<file path="src/rtl/uart_tx_pkg.sv">
// uart_tx_pkg
// Shared definitions for the UART transmit packetizer slice: FSM state
// encoding, frame lengths, default header byte and default watchdog length.
// No ports (package).
package uart_tx_pkg;

  localparam int DATA_W = 8;

  localparam int FRAME_LEN_BASE = 3;  // START, code, value
  localparam int FRAME_LEN_CSUM = 4;  // START, code, value, XOR checksum

  localparam logic [DATA_W-1:0] START_BYTE_DEFAULT = 8'hA5;
  localparam int                TIMEOUT_DEFAULT    = 2048;

  typedef enum logic [1:0] {
    IDLE = 2'd0,
    LOAD = 2'd1,
    WAIT = 2'd2,
    GAP  = 2'd3
  } tx_state_t;

  // XOR of the three payload-bearing bytes of a frame.
  function automatic logic [DATA_W-1:0] frame_xor(input logic [DATA_W-1:0] a,
                                                  input logic [DATA_W-1:0] b,
                                                  input logic [DATA_W-1:0] c);
    frame_xor = a ^ b ^ c;
  endfunction

endpackage

</file>
<file path="src/rtl/uart_tx_req_slot.sv">
// uart_tx_req_slot
// One-deep holding register for packet requests.
// Ports:
//   clock, reset      system clock, synchronous active-high reset
//   req_valid         request offered this cycle
//   req_code/value    request payload
//   free              packetizer has copied the slot this cycle
//   ready             slot empty (request may be accepted)
//   full              slot holds a request
//   code/value        held payload
//   overrun           one-cycle pulse, request offered while slot full
module uart_tx_req_slot
  import uart_tx_pkg::*;
(
  input  logic              clock,
  input  logic              reset,
  input  logic              req_valid,
  input  logic [DATA_W-1:0] req_code,
  input  logic [DATA_W-1:0] req_value,
  input  logic              free,
  output logic              ready,
  output logic              full,
  output logic [DATA_W-1:0] code,
  output logic [DATA_W-1:0] value,
  output logic              overrun
);

  logic full_q;
  logic accept;

  assign ready  = !full_q;
  assign full   = full_q;
  assign accept = req_valid && !full_q;

  // A new capture takes priority over a free landing in the same cycle,
  // so a request is never lost when the two coincide.
  always_ff @(posedge clock) begin
    if (reset) begin
      full_q  <= 1'b0;
      overrun <= 1'b0;
    end else begin
      if (accept)    full_q <= 1'b1;
      else if (free) full_q <= 1'b0;
      overrun <= req_valid && full_q;
    end
  end

  always_ff @(posedge clock) begin
    if (accept) begin
      code  <= req_code;
      value <= req_value;
    end
  end

endmodule

</file>
<file path="src/rtl/uart_tx_packetizer.sv">
// uart_tx_packetizer
// Frames a request (code, value) as START_BYTE, code, value and feeds the
// serial transmitter one byte at a time over the has_data / done handshake.
// Optional feature macro: UART_TX_PACKETIZER_CHECKSUM_EN appends a fourth
// byte equal to the XOR of the first three.
// Ports:
//   clock, reset                 system clock, synchronous active-high reset
//   request_valid/code/value     request input, request_ready = slot empty
//   tx_has_data, tx_data         one-cycle start pulse and held byte
//   tx_is_transmitting, tx_done  transmitter status
//   busy                         packet in flight
//   packet_done, overrun,
//   timeout_error                one-cycle status pulses
module uart_tx_packetizer
  import uart_tx_pkg::*;
#(
  parameter int                TIMEOUT_CYCLES = TIMEOUT_DEFAULT,
  parameter logic [DATA_W-1:0] START_BYTE     = START_BYTE_DEFAULT
) (
  input  logic              clock,
  input  logic              reset,
  input  logic              request_valid,
  input  logic [DATA_W-1:0] request_code,
  input  logic [DATA_W-1:0] request_value,
  output logic              request_ready,
  output logic              tx_has_data,
  output logic [DATA_W-1:0] tx_data,
  input  logic              tx_is_transmitting,
  input  logic              tx_done,
  output logic              busy,
  output logic              packet_done,
  output logic              overrun,
  output logic              timeout_error
);

  localparam int TIMER_W = $clog2(TIMEOUT_CYCLES) + 1;
`ifdef UART_TX_PACKETIZER_CHECKSUM_EN
  localparam int FRAME_LEN = FRAME_LEN_CSUM;
`else
  localparam int FRAME_LEN = FRAME_LEN_BASE;
`endif
  localparam logic [1:0]         LAST_IDX   = 2'(FRAME_LEN - 1);
  localparam logic [TIMER_W-1:0] TIMER_LAST = TIMER_W'(TIMEOUT_CYCLES - 1);

  tx_state_t          state, state_next;
  logic [1:0]         idx, idx_next;
  logic [TIMER_W-1:0] timer, timer_next;
  logic               tx_done_p1;
  logic               done_edge;
  logic               slot_free, slot_full, load_en, pkt_done_next, tmo_next;
  logic [DATA_W-1:0]  slot_code, slot_value;
  logic [DATA_W-1:0]  work_code, work_value;
  logic [DATA_W-1:0]  cur_byte;
  logic               unused_tx_busy;

  // The transmitter's busy flag is not needed: the done edge plus the
  // GAP cycle already guarantee it is idle before the next pulse.
  assign unused_tx_busy = tx_is_transmitting;

  uart_tx_req_slot u_slot (
    .clock     (clock),
    .reset     (reset),
    .req_valid (request_valid),
    .req_code  (request_code),
    .req_value (request_value),
    .free      (slot_free),
    .ready     (request_ready),
    .full      (slot_full),
    .code      (slot_code),
    .value     (slot_value),
    .overrun   (overrun)
  );

  // done may be held high for two cycles; only its rising edge counts.
  assign done_edge = tx_done && !tx_done_p1;
  assign busy      = (state != IDLE);

  always_comb begin
    cur_byte = START_BYTE;
    case (idx)
      2'd1:    cur_byte = work_code;
      2'd2:    cur_byte = work_value;
`ifdef UART_TX_PACKETIZER_CHECKSUM_EN
      2'd3:    cur_byte = frame_xor(START_BYTE, work_code, work_value);
`endif
      default: cur_byte = START_BYTE;
    endcase
  end

  always_comb begin
    state_next    = state;
    idx_next      = idx;
    timer_next    = timer;
    slot_free     = 1'b0;
    load_en       = 1'b0;
    pkt_done_next = 1'b0;
    tmo_next      = 1'b0;
    case (state)
      IDLE: begin
        if (slot_full) begin
          slot_free  = 1'b1;
          state_next = LOAD;
        end
      end
      LOAD: begin
        load_en    = 1'b1;
        timer_next = '0;
        state_next = WAIT;
      end
      WAIT: begin
        timer_next = timer + TIMER_W'(1);
        // A done edge landing on the last watchdog cycle still completes.
        if (done_edge) begin
          state_next = GAP;
        end else if (timer == TIMER_LAST) begin
          tmo_next   = 1'b1;
          idx_next   = 2'd0;
          state_next = IDLE;
        end
      end
      GAP: begin
        if (idx == LAST_IDX) begin
          pkt_done_next = 1'b1;
          idx_next      = 2'd0;
          state_next    = IDLE;
        end else begin
          idx_next   = idx + 2'd1;
          state_next = LOAD;
        end
      end
      default: state_next = IDLE;
    endcase
  end

  always_ff @(posedge clock) begin
    if (reset) begin
      state         <= IDLE;
      idx           <= 2'd0;
      timer         <= '0;
      tx_done_p1    <= 1'b0;
      tx_has_data   <= 1'b0;
      tx_data       <= '0;
      packet_done   <= 1'b0;
      timeout_error <= 1'b0;
    end else begin
      state         <= state_next;
      idx           <= idx_next;
      timer         <= timer_next;
      tx_done_p1    <= tx_done;
      tx_has_data   <= load_en;
      packet_done   <= pkt_done_next;
      timeout_error <= tmo_next;
      if (load_en) tx_data <= cur_byte;
    end
  end

  always_ff @(posedge clock) begin
    if (slot_free) begin
      work_code  <= slot_code;
      work_value <= slot_value;
    end
  end

endmodule

</file>
<file path="config.mk">
export PLATFORM = sky130hd
export DESIGN_NAME = uart_tx_packetizer
export DESIGN_NICKNAME = d
export VERILOG_FILES = /design/src/rtl/uart_tx_pkg.sv /design/src/rtl/uart_tx_req_slot.sv /design/src/rtl/uart_tx_packetizer.sv
export SDC_FILE = /design/constraint.sdc
export NUM_CORES = 1
export LEC_CHECK = 0
export CAP_MARGIN = 15
export CORE_ASPECT_RATIO = 0.5
export CORE_MARGIN = 5
export CORE_UTILIZATION = 53
export DETAILED_ROUTE_END_ITERATION = 12
export PLACE_DENSITY_LB_ADDON = 0.15
export SLEW_MARGIN = 10
export SYNTH_ARGS = -nofsm -noshare
export SYNTH_HDL_FRONTEND = slang
export SYNTH_SLANG_ARGS = --single-unit
export TNS_END_PERCENT = 10
</file>
<file path="constraint.sdc">
create_clock -name clock -period 2.3 [get_ports clock]
set_input_delay 0.345 -clock clock [delete_from_list [all_inputs] [get_ports clock]]
set_output_delay 0.345 -clock clock [all_outputs]
set_load 0.02 [all_outputs]
</file>
==> out/results.ini <==
[detailed_routing]
via_per_inst=5.250
wl_um=4366
met2_length_um=2046
antenna_left=0
drc_errors=0
initialDrtViolationCount=68
top_layer_used=met4
drt_pass1_iterations=5
num_vias=1533
met3_wirelength_um=224
wire_per_inst_um=14.95
wirelength_met1_um=2048

[critical_path]
start_kind=flip-flop
cpMostUsedCell=inv_1
crit_buf_inv=3
critPathKind=reg2out
critPathMaxFanout=6
path_cells=inv_1, ha_1, inv_1, clkdlybuf4s50_1
crit_path_end_kind=primary output
crit_slowest_cell=clkdlybuf4s50_1
rr_endpoint=timer[11]$_SDFFE_PP0P_
crit_family=buffers and inverters
rrSetupSlack_ps=340
reg2reg_from=state[1]$_SDFFE_PP0P_
required_ps=1960
ff2ff_path_depth=6
cp.arrival_ps=1810
max_stage_delay_ps=610

[clock_network]
cts_tree=yes
worstSkewPairLatency_ps=330
clkSinkCount=62
clock_tree.buffer_depth=2
clk_pin_slew_ps=70
post_cts_buffers=0
ctsRootBufferMaster=clkbuf_8
hold_buffers=0
cts_made_buffers=9
htree_levels=3
cts.repair.resized=0

[timing]
fin_skew_ps=7.548
relSlewSlack=0.7031
tightestPinTransition_ps=445.4
report.final.hold_viol_count=0
holdWs_ps=420.8
slew_viol_final=0
setup_violations=0
rsz0062_at_grt=no
worst_slack_ps=141.7
finalSetupTns_ps=0
fin_crit_sh=0.9384
clock.fmax_ghz=0.4633
fin_crit_ps=2158

[power]
total_power_mw=2.656
power_density_mw_per_mm2=893.3
ir_drop_mv=0.4170
power.leakage_nw=1.048

[hold_path]
whs_path_depth=0
worst_hold_path_type=reg2reg
min_from=u_slot.code[3]$_DFFE_PP_
worstHoldEndpoint=work_code[3]$_DFFE_PP_

[grt]
grt_pass1_vias=1534
grt_max_degree=17
overflow=0
grt_antenna_before_repair=0
grt_pass1_wl_um=7258
grt.total_usage=0.1562

[placement]
dp_slack_ps=364.5
dpl_cell_area_mm2=0.002805
hpwl_um=3048
placed_cells=276
gp_congestion=0.7702
portBuffers=33

[logic_synthesis]
synthesis.nets=220
seq_area_frac_synth=0.6497
syn_inst=189
synth_cell_type_count=39
synth_area_per_cell_um2=12.72
synthesis.area_mm2=0.002404
synth.ff_latch_count=62
synth_warnings=0

[floorplan]
die_area_mm2=0.006064
ios=35
die_y_um=57.62
initial_utilization=0.5485
die_width_um=105.2
rows=17
core_mm2=0.004382

[finish]
diodes=0
syn_to_final_growth_pct=23.69
finish.utilization=0.6785
final_cells=292
drive_above_1_share=0.08936
fin_area_mm2=0.002973
final_nets=261

[outcome]
status=complete, no violations

[run]
cap_violations=0

## Yosys cell counts
cell type | n | area [um2]
nand4_1 | 2 | 12.51
a21o_1 | 1 | 7.510
xor2_1 | 6 | 52.55
inv_1 | 12 | 45.04
a22oi_1 | 7 | 52.55
ha_1 | 10 | 125.1
and3_1 | 2 | 12.51
nand2_1 | 5 | 18.77
xnor2_1 | 4 | 35.03
and4b_1 | 1 | 10.01
o21ai_0 | 1 | 5.000
a21oi_1 | 4 | 20.02
and4_1 | 2 | 17.52
o22ai_1 | 4 | 25.02
nand3_2 | 1 | 10.01
mux2i_1 | 1 | 10.01
a311o_1 | 1 | 10.01
clkbuf_1 | 6 | 22.52
o21a_1 | 1 | 7.510
nand2b_1 | 2 | 12.51
nand4_4 | 1 | 21.27
a311oi_1 | 4 | 35.03
nand3_1 | 3 | 15.01
nor2_1 | 21 | 78.83
dfxtp_1 | 30 | 600.6
nor4_1 | 1 | 6.260
and4_4 | 1 | 11.26
nor3_1 | 3 | 15.01
or3_1 | 1 | 6.260
buf_4 | 1 | 7.510
o2bb2ai_1 | 1 | 8.760
a221oi_1 | 2 | 17.52
nand3b_1 | 2 | 15.01
o31ai_1 | 1 | 7.510
and2_1 | 1 | 6.260
nor2b_1 | 8 | 50.05
o32ai_1 | 2 | 17.52
edfxtp_1 | 32 | 960.9
a2111o_1 | 1 | 11.26
## metal layers
metal	vias up	global-route usage
met1	728	0.1911
met3	6	0.06118
met5	-	0
li1	769	-
met4	0	0.07104
met2	30	0.2480
## layout make-up
| class | instances | area, um2 |
|---|---|---|
| Sequential cell | 62 | 1562 |
| Fill cell | 314 | 1409 |
| Multi-Input combinational cell | 108 | 767.0 |
| Timing Repair Buffer | 37 | 360.3 |
| Clock buffer | 11 | 141.4 |
| Tap cell | 57 | 71.32 |
| Inverter | 12 | 45.04 |
| Clock inverter | 5 | 26.28 |
## layout by cell type (no fill, tap or decap), types with 3 or more instances in the layout
cell | synthesis | layout
nor2b_1 | 8 | 8
inv_1 | 12 | 12
a21oi_1 | 4 | 4
nor3_1 | 3 | 3
nand2_1 | 5 | 5
ha_1 | 10 | 10
buf_4 | 1 | 4
xnor2_1 | 4 | 4
xor2_1 | 6 | 6
clkinv_2 | 0 | 3
o22ai_1 | 4 | 4
a22oi_1 | 7 | 7
nor2_1 | 21 | 21
nand3_1 | 3 | 3
clkbuf_8 | 0 | 10
a311oi_1 | 4 | 4
clkdlybuf4s50_1 | 0 | 33
edfxtp_1 | 32 | 32
dfxtp_1 | 30 | 30
## worst max-delay path by stage
stage | from | end | cells past startpoint
global route | state[1]$_SDFFE_PP0P_ | busy | 4
detailed placement | state[1]$_SDFFE_PP0P_ | timer[11]$_SDFFE_PP0P_ | 6
floorplan | state[0]$_SDFFE_PP0P_ | work_code[0]$_DFFE_PP_ | 4
CTS | state[1]$_SDFFE_PP0P_ | busy | 4
global placement | state[1]$_SDFFE_PP0P_ | timer[11]$_SDFFE_PP0P_ | 6
finish | state[1]$_SDFFE_PP0P_ | busy | 4
## report_power, final
group / leakage (nW) / internal [mW] / total [mW] / switching (mW)
registers: 0.545 / 1.29 / 1.35 / 0.0571
logic: 0.417 / 0.219 / 0.509 / 0.290
clock network: 0.0865 / 0.410 / 0.795 / 0.385
total: 1.05 / 1.92 / 2.66 / 0.732
## state kept, by name, indices dropped and copies added (netlist names), 2 cells and up
| signal | count |
|---|---|
| state | 2 |
| timer | 12 |
| work_code | 8 |
| idx | 2 |
| work_value | 8 |
| u_slot.code | 8 |
| u_slot.value | 8 |
| tx_data | 8 |
## kinds of logic after synthesis
kind of cell               Yosys count  synth area share
DFF                                 62            0.6497
and+or+nand+nor                     57            0.1327
AOI/OAI and AO/OA                   30           0.09370
buffers and inverters               19           0.03123
xor gates and xnor gates            10           0.03644
adders and majority gates           10           0.05206
muxes                                1          0.004165
Power figures use the tool's default switching activity.
